$ cat config.mk
export PLATFORM = sky130hd
export DESIGN_NAME = serdes_rx_deser
export DESIGN_NICKNAME = d
export VERILOG_FILES = /design/src/rtl/serdes_rx_deser.sv
export SDC_FILE = /design/constraint.sdc
export NUM_CORES = 1
export LEC_CHECK = 0
export BUFFER_PORTS_ARGS = -buffer_cell sky130_fd_sc_hd__buf_2
export CORE_MARGIN = 4
export CORE_UTILIZATION = 28
export DETAILED_ROUTE_END_ITERATION = 8
export GPL_ROUTABILITY_DRIVEN = 1
export PLACE_DENSITY_LB_ADDON = 0.1
export SLEW_MARGIN = 0
export SYNTH_ARGS = -nofsm -noshare
export SYNTH_HDL_FRONTEND = slang
export SYNTH_SLANG_ARGS = --single-unit
$ cat constraint.sdc
create_clock -name clk -period 1.5 [get_ports clk]
set_input_delay 0.225 -clock clk [delete_from_list [all_inputs] [get_ports clk]]
set_output_delay 0.225 -clock clk [all_outputs]
set_load 0.02 [all_outputs]
$ cat src/rtl/serdes_rx_deser.sv
// serdes_rx_deser: fabric deserializer with manual bitslip and training-pattern word alignment
// Ports:
//   clk      sampling clock, all state on rising edge
//   rst_n    asynchronous active-low reset
//   ce       bit enable; d is sampled only when high
//   d        serial data from the pad buffer, MSB first
//   bitslip  manual slip request, honoured only in IDLE
//   train    high runs automatic alignment against TRAIN_PATTERN
//   q        last completed word, first received bit in q[DATA_WIDTH-1]
//   q_valid  one-cycle pulse when q updates
//   locked   alignment achieved
//   slip_cnt total slips applied, modulo DATA_WIDTH
module serdes_rx_deser #(
    parameter int                    DATA_WIDTH    = 8,
    parameter logic [DATA_WIDTH-1:0] TRAIN_PATTERN = DATA_WIDTH'(8'hB5),
    parameter int                    LOCK_COUNT    = 4
) (
    input  logic                  clk,
    input  logic                  rst_n,
    input  logic                  ce,
    input  logic                  d,
    input  logic                  bitslip,
    input  logic                  train,
    output logic [DATA_WIDTH-1:0] q,
    output logic                  q_valid,
    output logic                  locked,
    output logic [3:0]            slip_cnt
);
    localparam int W = DATA_WIDTH;
    typedef enum logic [1:0] {IDLE, HUNT, SETTLE, LOCK} state_t;
    state_t       state, state_nx;
    logic [W-2:0] sr;
    logic [W-1:0] w;
    logic [3:0]   cnt, mcnt, mcnt_nx;
    logic         pend, pend_nx, locked_nx;
    logic         slip_now, shift_en, done, match, last_match;
    // w is the word as it would stand after this bit is shifted in
    assign w          = {sr, d};
    assign slip_now   = ce & ((bitslip & (state == IDLE)) | pend);
    assign shift_en   = ce & ~slip_now;
    assign done       = shift_en & (cnt == 4'(W-1));
    assign match      = w == TRAIN_PATTERN;
    assign last_match = mcnt == 4'(LOCK_COUNT-1);
    always_ff @(posedge clk or negedge rst_n) begin
        if (!rst_n) state <= IDLE;
        else        state <= state_nx;
    end
    always_comb begin
        state_nx = state;
        if (ce) begin
            if (!train) state_nx = IDLE;
            else case (state)
                IDLE:    state_nx = HUNT;
                HUNT:    state_nx = !done ? HUNT : !match ? SETTLE : last_match ? LOCK : HUNT;
                SETTLE:  state_nx = done ? HUNT : SETTLE;
                default: state_nx = LOCK;
            endcase
        end
    end
    // the word completing in SETTLE straddles the slip, so only HUNT judges words
    always_comb begin
        locked_nx = locked;
        mcnt_nx   = mcnt;
        pend_nx   = pend & ~slip_now;
        if (ce && train) begin
            if (state == IDLE) begin
                locked_nx = 1'b0;
                mcnt_nx   = '0;
            end else if (state == HUNT && done) begin
                mcnt_nx   = match ? mcnt + 4'd1 : '0;
                locked_nx = match & last_match;
                pend_nx   = ~match;
            end
        end
    end
    always_ff @(posedge clk or negedge rst_n) begin
        if (!rst_n) begin
            sr       <= '0;
            cnt      <= '0;
            q        <= '0;
            q_valid  <= 1'b0;
            slip_cnt <= '0;
            locked   <= 1'b0;
            mcnt     <= '0;
            pend     <= 1'b0;
        end else begin
            q_valid <= done;
            if (shift_en) begin
                sr  <= w[W-2:0];
                cnt <= done ? '0 : cnt + 4'd1;
            end
            if (done) q <= w;
            if (slip_now) slip_cnt <= (slip_cnt == 4'(W-1)) ? '0 : slip_cnt + 4'd1;
            locked <= locked_nx;
            mcnt   <= mcnt_nx;
            pend   <= pend_nx;
        end
    end
endmodule
* Word-level counts from Yosys, hierarchy flattened
Cells that the tools add are included.
** Word-level totals
- Bits in registers :: 32
- Latch bits :: 0
- Bits in writable memories :: 0
- Bits in read-only memories :: 0
- Input port bits :: 6
- Output and inout bits :: 14
- Logic and storage cells :: 48
- Memories kept :: 0
** Operators by class
- Add/sub/neg operators :: 3
- Multiply operators :: 0
- Divide/modulo/power cells :: 0
- Order comparisons :: 0
- Eq/ne operators :: 6
- Shift operators :: 0
- Mux-type cells :: 16
- Bitwise gates (word level) :: 9
- Reductions and logical operators :: 5
** Operators with widths (count)
- 4-bit two-way mux :: 5
- 4-bit by 1-bit adder with 4-bit output (second input constant) :: 3
- 2-bit two-way mux :: 5
- 4-bit by 3-bit == test with 1-bit output (second input constant) :: 2
- 8-bit == test (second input constant) :: 1
- 1-bit bitwise AND :: 6
- 2-bit case mux with 3 select lines :: 1
- 1-bit two-way mux :: 5
- 4-bit by 2-bit == test with 1-bit output (second input constant) :: 1
- 2-bit by 1-bit == test with 1-bit output (second input constant) :: 1
- 2-bit == test (second input constant) :: 1
- 1-bit logical AND :: 2
- 2-bit logical NOT :: 1
- 1-bit NOT :: 2
- 2-bit AND reduction :: 1
- 2-bit nonzero test :: 1
- 1-bit bitwise OR :: 1

* Depth between registers and ports, before layout
- Depth after elaboration :: 11
- Depth in mapped cells :: 7
- Depth with buffers taken out :: 6

* Least setup slack after synthesis
Ideal clock, no wire load.
- Path type :: flip-flop to flip-flop
- Start :: register cnt[0]
- End :: register state[0]
- Library setup time :: 0.065 ns
- Data arrival time :: 1.572 ns
- Data required time :: 1.435 ns
- Setup slack :: -0.137 ns
- Cell stages (with the launch flop) :: 7
- Path buffers :: 1
- Period minus slack after synthesis :: 1.637 ns
- Path through :: dfrtp_1 > ha_1 > nand2_1 > or4_4 > buf_6 > a221oi_2 > o21a_1
** Between the ends
- Word-level cells in the longest chain between the ends :: 5
- Elaborated cells between the ends (all ways) :: 6
- Those cells by class :: 1 x eq/ne; 4 x mux; 1 x bitwise
** RTL lines
- start: declaration :: line 34 : logic [3:0] cnt, mcnt, mcnt_nx;
- start signal: assignment :: line 90 : cnt <= done ? '0 : cnt + 4'd1;
- 4-bit by 3-bit == test with 1-bit output (*) :: line 41 : assign done = shift_en & (cnt == 4'(W-1));
- 1-bit bitwise AND (*) :: line 41
- 2-bit two-way mux, on equally long branches :: line 55, 54
- 2-bit case mux with 3 select lines (*) :: line 52 : else case (state)
- 2-bit two-way mux (*) :: line 51 : if (!train) state_nx = IDLE;
- end signal: assignment :: line 46 : else state <= state_nx;
- end: declaration :: line 31 : state_t state, state_nx;
Mark *: on every way between the ends. The rest lies on a longest branch, timed or not.
A chain may end at the register's enable or synchronous reset.

* Final worst setup path
- Start :: register cnt[3]
- End :: register mcnt[1]
** Between the ends
- Word-level cells in the longest chain between the ends :: 5
** RTL lines
- 4-bit by 3-bit == test with 1-bit output :: line 41
- 1-bit bitwise AND :: line 41
- 1-bit logical AND :: line 69 : end else if (state == HUNT && done) begin
- 2-bit nonzero test (no line)
- 2-bit AND reduction (no line)
- end signal: assignment :: line 95 : mcnt <= mcnt_nx;
- end: declaration :: line 34
No other way between the ends.

==> results.sh <==
export IMPL_endpoint_kind="flip-flop"
export IMPL_cts_buffer_depth=2
export IMPL_worst_slew_pin_slew_ns=0.376
export IMPL_grt_pass1_wl_um=5580
export IMPL_wl_met2_um=1650
export IMPL_die_h_um=80.1
export IMPL_max_slew_margin=0.749
export IMPL_fp_dieArea_mm2=0.00641
export IMPL_status="finished, violations left"
export IMPL_p_comb_frac=0.431
export IMPL_violations="negative setup slack"
export IMPL_p_per_area_mw_per_mm2=1720
export IMPL_netlist_instances=127
export IMPL_die_w_um=80.1
export IMPL_core_area_mm2=0.00488
export IMPL_path_max_fanout=6
export IMPL_hold_path_class="in2reg"
export IMPL_max_freq_mhz=618
export IMPL_areaGrowthSynthToFinish_pct=38.4
export IMPL_p_clk_frac=0.175
export IMPL_portBuffers=19
export IMPL_clk_pin_slew_ns=0.06
export IMPL_clk_latency_ns=0.28
export IMPL_p_switching_mw=1.18
export IMPL_drv_cap=0
export IMPL_grt_ovfl_total=0
export IMPL_hold_violations=0
export IMPL_internal_power_mw=2.28
export IMPL_cts_sinks=32
export IMPL_p_sw_frac=0.340
export IMPL_wl_per_cell_um=13.1
export IMPL_fin_total_pwr_mw=3.46
export IMPL_viasPerCell=4.56
export IMPL_ir_drop_mv=0.614
export IMPL_drt_iter0_markers=42
export IMPL_ys_warnings_count=0
export IMPL_drc=0
export IMPL_grt_max_degree=19
export IMPL_crit_path_start_kind="flip-flop"
export IMPL_dpl_hpwl_um=2310
export IMPL_syn_area_per_cell_um2=11.5
export IMPL_io_pins=20
export IMPL_cts_buffers=5
export IMPL_start_util=0.298
export IMPL_critPathKind="reg2reg"
export IMPL_fin_ws_ns=-0.119
export IMPL_syn_nets=136
export IMPL_grt_antenna_before_repair=0
export IMPL_worstPathArrival_ns=1.78
export IMPL_synth_area_mm2=0.00146
export IMPL_p_leak_nw=0.981
export IMPL_highest_layer="met4"
export IMPL_met1_length_um=1450
export IMPL_cts_tree="done"
export IMPL_synthDistinctLibCells=35
export IMPL_routed_wirelength_um=3230
export IMPL_final_layout_size_suffix_gt1_frac=0.441
export IMPL_holdWs_ns=0.180
export IMPL_ant_nets=0
export IMPL_grt_use_total=0.112
export IMPL_rsz0062_at_grt="yes"
export IMPL_h_tree_depth=2
export IMPL_rows=25
export IMPL_nNetsFinal=188
export IMPL_pwr_share_seq=0.394
export IMPL_grt_pass1_vias=1195
export IMPL_gp_congestion=0.800
export IMPL_cts_root_buf="clkbuf_8"
export IMPL_period_share=1.08
export IMPL_synth_seq_cells=32
export IMPL_final_max_slew_viol_count=0
export IMPL_setup_tns_ns=-1.01
export IMPL_n_antenna_cell=0
export IMPL_ys_seq_area_frac=0.550
export IMPL_first_pass_iters=4
export IMPL_clock_skew_ns=0.00597
export IMPL_critical_path_required_ns=1.66
export IMPL_vias=1121
export IMPL_wl_met3_um=88
export IMPL_fin_crit_ns=1.62
export IMPL_setup_violations=21
==> layer usage <==
metal	up-vias	global-route usage
met1	557	0.138
met4	0	0.0456
met3	5	0.0269
li1	547	-
met5	-	0
met2	12	0.187
==> worst max-delay path: stages (launching register included) <==
cell	delay (ns)
dfrtp_1	0.38
nand2b_1	0.14
or4_4	0.53
a21o_1	0.24
a32o_1	0.21
==> path summary, 6_finish.rpt <==
check / startpoint / end / slack (ns) / cells past startpoint
worst max-delay path: cnt[3] / mcnt[1] / -0.12 / 4
worst min-delay path: d / q[0] / 0.18 / 3
worst max register to register: cnt[3] / mcnt[1] / -0.12 / 4
worst min register to register: q[6] / q[6] / 0.47 / 2
max in group asynchronous: rst_n / mcnt[1] / 0.67 / 3
min in group asynchronous: rst_n / sr[5] / 0.42 / 2
==> cells by family (layout without fill, tap and decap cells) <==
| group | count (synthesis) | after routing | share of synthesized area |
|---|---|---|---|
| buffers and inverters | 9 | 61 | 0.0352 |
| muxes | 13 | 13 | 0.0997 |
| adders and majority gates | 3 | 3 | 0.0258 |
| xor gates and xnor gates | 3 | 3 | 0.0181 |
| and+or+nand+nor | 51 | 51 | 0.179 |
| DFF | 32 | 32 | 0.550 |
| AOI/OAI and AO/OA | 16 | 16 | 0.0920 |
==> through the flow <==
step / area [µm²] / instances / setup slack [ns] / utilization
5_1_grt: 2010 / 246 / -0.209 / 0.413
3_3_place_gp: 1800 / 233 / -0.110 / 0.369
3_5_place_dp: 1800 / 233 / -0.141 / 0.369
6_report: 2010 / 246 / -0.119 / 0.413
4_1_cts: 1970 / 246 / -0.132 / 0.404
2_1_floorplan: 1460 / 127 / -0.0821 / -
==> power by group through the flow <==
stage	Clock, mW	Combinational, mW	Sequential, mW
floorplan	0	0.524	1.57
global placement	0	1.29	1.36
detailed placement	0	1.31	1.38
CTS	0.639	1.41	1.36
global route	0.674	1.63	1.40
finish	0.604	1.49	1.36
==> layout by cell type (no fill, tap or decap), types with 2 or more instances in the layout <==
master     n
dfrtp_1   32
ha_1       2
buf_6      4
a21o_1     2
clkbuf_8   5
nand3_1    2
clkinv_2   2
buf_12     2
nand3b_1   2
a32o_1     3
mux2_2     3
mux2_4     9
xnor2_1    2
buf_4     24
nand2_1   27
nand4b_1   2
inv_1      3
a31oi_1    3
buf_2     19
nor2_1     4
nand4_1    2
or2_2      2
==> cells in the mapped netlist, drive strengths merged <==
cell type | number | area share
nand4bb | 1 | 0.0077
nor3 | 2 | 0.0069
a21o | 2 | 0.010
mux2i | 1 | 0.0069
nand4b | 2 | 0.012
a31oi | 3 | 0.013
or2 | 2 | 0.0086
buf | 5 | 0.025
o31a | 1 | 0.0060
a21oi | 1 | 0.0034
nand4 | 2 | 0.0086
nand2b | 1 | 0.0043
o22ai | 1 | 0.0043
nor2b | 1 | 0.0043
or4 | 1 | 0.0077
mux2 | 12 | 0.093
nand2 | 28 | 0.072
dfrtp | 32 | 0.55
o21a | 2 | 0.010
nand3b | 2 | 0.010
a2111oi | 1 | 0.010
nor2 | 4 | 0.010
a32o | 3 | 0.021
xnor2 | 2 | 0.012
clkinv | 1 | 0.0026
nor3b | 3 | 0.019
nand3 | 2 | 0.0069
a221oi | 1 | 0.010
inv | 3 | 0.0077
xor2 | 1 | 0.0060
o21ai | 1 | 0.0034
ha | 3 | 0.026
==> registers in the layout, indices dropped and copies added (netlist names) <==
signal,count
q_valid,1
locked,1
slip_cnt,4
sr,7
q,8
mcnt,4
cnt,4
pend,1
state,2
==> area by class of cell <==
class | instances | area [µm²]
inverter | 4 | 16.3
clock inverter | 1 | 5.00
multi-input combinational | 86 | 666
clock buffer | 6 | 72.6
timing repair buffer | 50 | 370
tap | 67 | 83.8
sequential | 32 | 801
fill | 514 | 2870
==> what timing repair did <==
action / CTS / global route
gates resized for setup: 6 / 13
endpoints found under the setup margin: 20 / 27
endpoints found under the hold margin: 14 / 0
pin swaps: 2 / 3
buffers inserted: 5 / 2
hold buffers: 1 / 0
(Power assumes the default switching activity.)
